**config.mk**
```make
export PLATFORM = sky130hd
export DESIGN_NAME = image_reader
export DESIGN_NICKNAME = d
export VERILOG_FILES = /design/src/rtl/image_reader.sv
export SDC_FILE = /design/constraint.sdc
export NUM_CORES = 1
export LEC_CHECK = 0
export BUFFER_PORTS_ARGS = -buffer_cell sky130_fd_sc_hd__buf_2
export CORE_MARGIN = 3
export CORE_UTILIZATION = 25
export CTS_CLUSTER_DIAMETER = 80
export DETAILED_ROUTE_END_ITERATION = 12
export PLACE_DENSITY = 0.52
export SLEW_MARGIN = 20
export SYNTH_ARGS = -nofsm -noshare
export SYNTH_HDL_FRONTEND = slang
export SYNTH_SLANG_ARGS = --single-unit
```
**constraint.sdc**
```tcl
create_clock -name CLK -period 3.4 [get_ports CLK]
set_clock_uncertainty 0.1 [all_clocks]
set_input_delay 0.68 -clock CLK [delete_from_list [all_inputs] [get_ports CLK]]
set_output_delay 0.68 -clock CLK [all_outputs]
set_load 0.05 [all_outputs]
```
**src/rtl/image_reader.sv**
```systemverilog
// image_reader: raster-scans a cropped frame out of the frame RAM toward the LED matrix driver.
// Optional IMAGE_READER_SERPENTINE_EN reads odd rows right-to-left.
module image_reader #(
    parameter int IN_ADDR_WIDTH      = 11,
    parameter int IMG_WIDTH_MAX_LOG2 = 6,
    parameter int DATA_WIDTH         = 24
) (
    input  logic                          CLK,
    input  logic                          RESET_N,
    input  logic [IMG_WIDTH_MAX_LOG2-1:0] IMAGE_WIDTH,
    input  logic [5:0]                    IMAGE_HEIGHT,
    input  logic                          START,
    output logic                          RD_EN,
    output logic [IN_ADDR_WIDTH-1:0]      RD_ADDR,
    input  logic [DATA_WIDTH-1:0]         RD_DATA,
    output logic                          OUT_VALID,
    input  logic                          OUT_READY,
    output logic [DATA_WIDTH-1:0]         OUT_DATA,
    output logic [IMG_WIDTH_MAX_LOG2-1:0] OUT_X,
    output logic [5:0]                    OUT_Y,
    output logic                          OUT_LINE_END,
    output logic                          OUT_FRAME_END,
    output logic                          BUSY,
    output logic                          FRAME_DONE
);
    localparam int XW = IMG_WIDTH_MAX_LOG2;
    localparam int YW = 6;
    localparam int AW = IN_ADDR_WIDTH;
    localparam logic [XW-1:0] X_ONE = 1;
    localparam logic [YW-1:0] Y_ONE = 1;

    typedef enum logic [1:0] {IDLE, READ, DRAIN} state_t;
    typedef struct packed {
        logic [XW-1:0] x;
        logic [YW-1:0] y;
        logic          le;
        logic          fe;
    } tag_t;
    typedef struct packed {
        logic [DATA_WIDTH-1:0] data;
        tag_t                  tag;
    } pix_t;

    state_t        state_q, state_d;
    logic [XW-1:0] w_q, w_d, x_q, x_d;
    logic [YW-1:0] h_q, h_d, y_q, y_d;
    logic [AW-1:0] row_base_q, row_base_d;
    logic          fly_q, fly_d;
    tag_t          fly_tag_q, fly_tag_d;
    pix_t          buf_q [2];
    pix_t          buf_d [2];
    logic          head_q, head_d;
    logic [1:0]    cnt_q, cnt_d;

    logic [XW-1:0] w_m1, col;
    logic          last_col, last_row, pop, frame_done, start_ok, rd;

    always_comb begin
        w_m1       = w_q - X_ONE;
        last_col   = x_q == w_m1;
        last_row   = y_q == h_q - Y_ONE;
`ifdef IMAGE_READER_SERPENTINE_EN
        col        = y_q[0] ? w_m1 - x_q : x_q;
`else
        col        = x_q;
`endif
        pop        = (cnt_q != 2'd0) && OUT_READY;
        frame_done = (state_q == DRAIN) && (cnt_q == 2'd0) && !fly_q;
        start_ok   = START && (state_q == IDLE || frame_done) &&
                     (IMAGE_WIDTH != '0) && (IMAGE_HEIGHT != '0);
        // the entry leaving this cycle frees its slot before the new read lands
        rd         = (state_q == READ) && (({1'b0, fly_q} + cnt_q - {1'b0, pop}) < 2'd2);
        state_d    = state_q;
        w_d        = w_q;
        h_d        = h_q;
        x_d        = x_q;
        y_d        = y_q;
        row_base_d = row_base_q;
        if (frame_done)
            state_d = IDLE;
        if (start_ok) begin
            state_d    = READ;
            w_d        = IMAGE_WIDTH;
            h_d        = IMAGE_HEIGHT;
            x_d        = '0;
            y_d        = '0;
            row_base_d = '0;
        end
        if (rd) begin
            x_d        = last_col ? '0 : x_q + X_ONE;
            y_d        = last_col ? y_q + Y_ONE : y_q;
            row_base_d = last_col ? row_base_q + AW'(w_q) : row_base_q;
            if (last_col && last_row)
                state_d = DRAIN;
        end
        fly_d     = rd;
        fly_tag_d = '{x: col, y: y_q, le: last_col, fe: last_col && last_row};
        buf_d     = buf_q;
        if (fly_q)
            buf_d[head_q ^ cnt_q[0]] = '{data: RD_DATA, tag: fly_tag_q};
        head_d    = head_q ^ pop;
        cnt_d     = cnt_q + {1'b0, fly_q} - {1'b0, pop};
    end

    always_ff @(posedge CLK or negedge RESET_N) begin
        if (!RESET_N) begin
            state_q    <= IDLE;
            w_q        <= '0;
            h_q        <= '0;
            x_q        <= '0;
            y_q        <= '0;
            row_base_q <= '0;
            fly_q      <= 1'b0;
            fly_tag_q  <= '0;
            buf_q      <= '{default: '0};
            head_q     <= 1'b0;
            cnt_q      <= 2'd0;
        end else begin
            state_q    <= state_d;
            w_q        <= w_d;
            h_q        <= h_d;
            x_q        <= x_d;
            y_q        <= y_d;
            row_base_q <= row_base_d;
            fly_q      <= fly_d;
            fly_tag_q  <= fly_tag_d;
            buf_q      <= buf_d;
            head_q     <= head_d;
            cnt_q      <= cnt_d;
        end
    end

    assign RD_EN         = rd;
    assign RD_ADDR       = rd ? row_base_q + AW'(col) : '0;
    assign OUT_VALID     = cnt_q != 2'd0;
    assign OUT_DATA      = buf_q[head_q].data;
    assign OUT_X         = buf_q[head_q].tag.x;
    assign OUT_Y         = buf_q[head_q].tag.y;
    assign OUT_LINE_END  = buf_q[head_q].tag.le;
    assign OUT_FRAME_END = buf_q[head_q].tag.fe;
    assign BUSY          = (state_q != IDLE) && !frame_done;
    assign FRAME_DONE    = frame_done;
endmodule
```
==> summary.md <==
| Metric | Value |
|---|---|
| Status | `complete, no violations` |
| Multi-input logic area | `3040 sq um` |
| Top cells by area, synth | `dfrtp_1 51%, mux2_2 20%, ha_1 3.5%` |
| Post-DP HPWL | `around 10000 um` |
| Residual DRC count | `0` |
| Setup CP Type | `flip-flop to output pin` |
| Vias/cell | `between 4 and 5` |
| Filler cells | `around 2500` |
| Post-route setup TNS | `0 ns` |
| Clk_lat worst skew | `0.42 ns` |
| Hold crit path type | `input pin to asynchronous set/reset pin` |
| Worst path max stage delay | `around 0.38 ns` |
| Synth Cell Area | `between 6000 and 7000 sq um` |
| 1st-iter DRT viols | `roughly 170` |
| Slew at the pin with the worst max-slew slack | `~0.80 ns` |
| Core region area | `between 20000 and 25000 sq um` |
| Yosys reg bits | `around 130` |
| Global-route wire length before repair | `24500 um` |
| Post-synth top flop | `dfrtp_1` |
| Met2 WL | `approximately 6700 um` |
| Total gr overflow | `0` |
| Synth Net Count | `592` |
| Drt wl/cell | `approximately 15 um` |
| Fin crit period | `between 3 and 4 ns` |
| Crit path cell chain | `or2_4 > and2_4 > ha_1 > inv_1 > ha_2 > xnor2_2 > nand3b_4 > buf_12 > nor2_2 > buf_6` |
| Synth top cells by count | `131 x dfrtp_1, 116 x mux2_2, 41 x nand2_1, 24 x o21ai_0, 21 x xnor2_1` |
| Final Wtd Congestion | `about 0.74` |
| Initial antenna violation count | `0` |
| Yosys top cell by area | `dfrtp_1` |
| Hold_buf cts | `0` |
| Final slew viol count | `0` |
| Critical path depth | `10` |
| Synth async-reset ratio | `1.00` |
| Metal3 WL | `638 um` |
| GRT Overall Usage | `0.110` |
| Sequential cell area | `3280 sq um` |
| Num CTS Buffers | `17` |
| Final worst slack | `0.113 ns` |
| Via count | `about 4400` |
| Final Cycle Share | `0.967` |
| WL met1 | `between 7000 and 8000 um` |
| CP delay by family, top | `simple AND/OR/NAND/NOR gates` |
| Die area | `27500 sq um` |
| Final setup fails | `0` |
| DR pass1 iterations | `4` |
| Area grow syn2layout | `27.7%` |
| Io pins | `93` |
| Crit path DAT | `around 2.5 ns` |
| Yosys top cell area share | `0.513` |
| EDFF count, synth | `0` |
| Layout Nets | `about 710` |
| Slew headroom | `0.469` |
| Final wirelength | `about 15000 um` |
| Place WS | `between 0.15 and 0.2 ns` |
| H-tree depth | `4` |
| Fin area | `8160 sq um` |
| FMAX | `~300 MHz` |
| Seq/Total Area, Yosys | `0.513` |
| Crit end category | `output pin` |
| Count leader, synth | `dfrtp_1` |
| Post-DRT Antenna Nets | `0` |
| Clock slew at reported path FFs | `0.06 ns` |
| RSZ-0062 raised after global routing | `yes` |
| Cell count after synthesis | `between 500 and 600` |
| # diodes | `0` |
| Hold slack | `0.248 ns` |
| Max VDD drop | `roughly 0.00056 V` |
| Largest net degree at the start of global routing | `59` |
| Starting Density | `0.258` |
| CTS tree | `yes` |
| Pwr/cell area | `1120 nW/um^2` |
| Clock Path Buffers | `2` |
| Highest metal layer with signal wires | `met4` |
| CTS Root Cell | `clkbuf_16` |
| Final hold viol count | `0` |
| Layout cells sized above 1 | `0.450` |
| Crit path max fanout | `8` |
| Die height | `~170 um` |
| Yosys synthesis warning count | `0` |
| Vias in the first global route | `roughly 4600` |
| PortBufs | `~90` |
| Placed standard-cell area | `7370 sq um` |
| Synth cell types | `50` |
| WP buf/inv | `3` |
| Cell row count | `57` |
| Leak | `between 3 and 4 nW` |
| Worst path required time | `2.62 ns` |
| Max Cap Viol | `0` |
| Slowest cell on crit path | `dfrtp_1` |
| Die Width | `166 um` |
| Startpoint types | `flip-flop` |
| Synthesized area per cell | `roughly 12 sq um` |
| Clock sinks | `131` |
| Worst reg2reg path depth | `7` |
==> sequential cells by signal, summed over array words and instances, names as in the netlist, 6 cells and up <==
name / count
h_q: 6
row_base_q: 11
buf_q: 76
y_q: 6
col: 6
fly_tag_q: 14
w_q: 6
==> through the flow <==
step | util | instances | total power [mW]
2_1_floorplan | - | 532 | 5.91
3_3_place_gp | 0.298 | 949 | 7.02
3_5_place_dp | 0.298 | 949 | 7.06
4_1_cts | 0.325 | 983 | 9.01
5_1_grt | 0.330 | 986 | 9.74
6_report | 0.330 | 986 | 9.11
==> cell type report <==
cell class,instances,share of cell area
multi-input cells,364,0.373
inverters,16,0.00767
repair buffers,119,0.0980
flip-flops and latches,131,0.402
well taps,324,0.0497
clock inverters,13,0.0169
clock buffers,19,0.0530
==> cell usage in the layout (no fill, tap or decap), types with 4 or more instances in the layout <==
cell type	instances
ha_1	16
clkinv_2	4
dfrtp_1	130
nand3_1	20
clkinv_4	4
a211oi_1	4
o21ai_0	24
a21oi_1	8
nor3_1	12
inv_1	15
xor2_1	12
nand2_1	40
nor2_1	11
mux2_2	116
a21o_1	6
o31ai_1	4
xnor2_1	20
buf_4	24
clkbuf_16	18
nor2_2	7
buf_2	79
buf_6	11
or4_1	4
==> kinds of logic (layout without fill, tap and decap cells) <==
kind of cell,Yosys count,after routing,synth area share
compound gates,71,71,0.0744
xor+xnor,33,33,0.0452
fa+ha+maj,20,20,0.0415
buf+inv,37,167,0.0251
flops,131,131,0.513
mux,117,117,0.206
simple gates,123,123,0.0948
==> routing by layer <==
metal | track usage | up-vias
li1 | - | 2137
met4 | 0.0325 | 0
met5 | 0 | -
met3 | 0.0290 | 7
met1 | 0.149 | 2163
met2 | 0.173 | 106
==> path summary, 6_finish.rpt <==
check,end,slack [ns],startpoint
max,RD_ADDR[4],0.11,cnt_q[0]
min,buf_q[68],0.25,RESET_N
max reg2reg,row_base_q[8],0.61,w_q[1]
min reg2reg,buf_q[3],0.40,buf_q[3]
max in group asynchronous,fly_tag_q[0],2.10,RESET_N
min in group CLK,h_q[3],0.38,IMAGE_HEIGHT[3]
==> what timing repair did <==
item	CTS	global route
endpoints found under the setup margin	12	12
hold endpoints to repair	0	0
cloned	0	1
resized for setup	22	28
pin swaps	2	5
buffers inserted	2	2
==> power breakdown <==
group | total, mW | internal, mW | switching, mW
combinational | 4.86 | 1.96 | 2.90
clock | 1.76 | 1.08 | 0.688
sequential | 2.49 | 2.11 | 0.383
total | 9.11 | 5.14 | 3.97
Note: power is estimated with default switching activity, not from simulation.
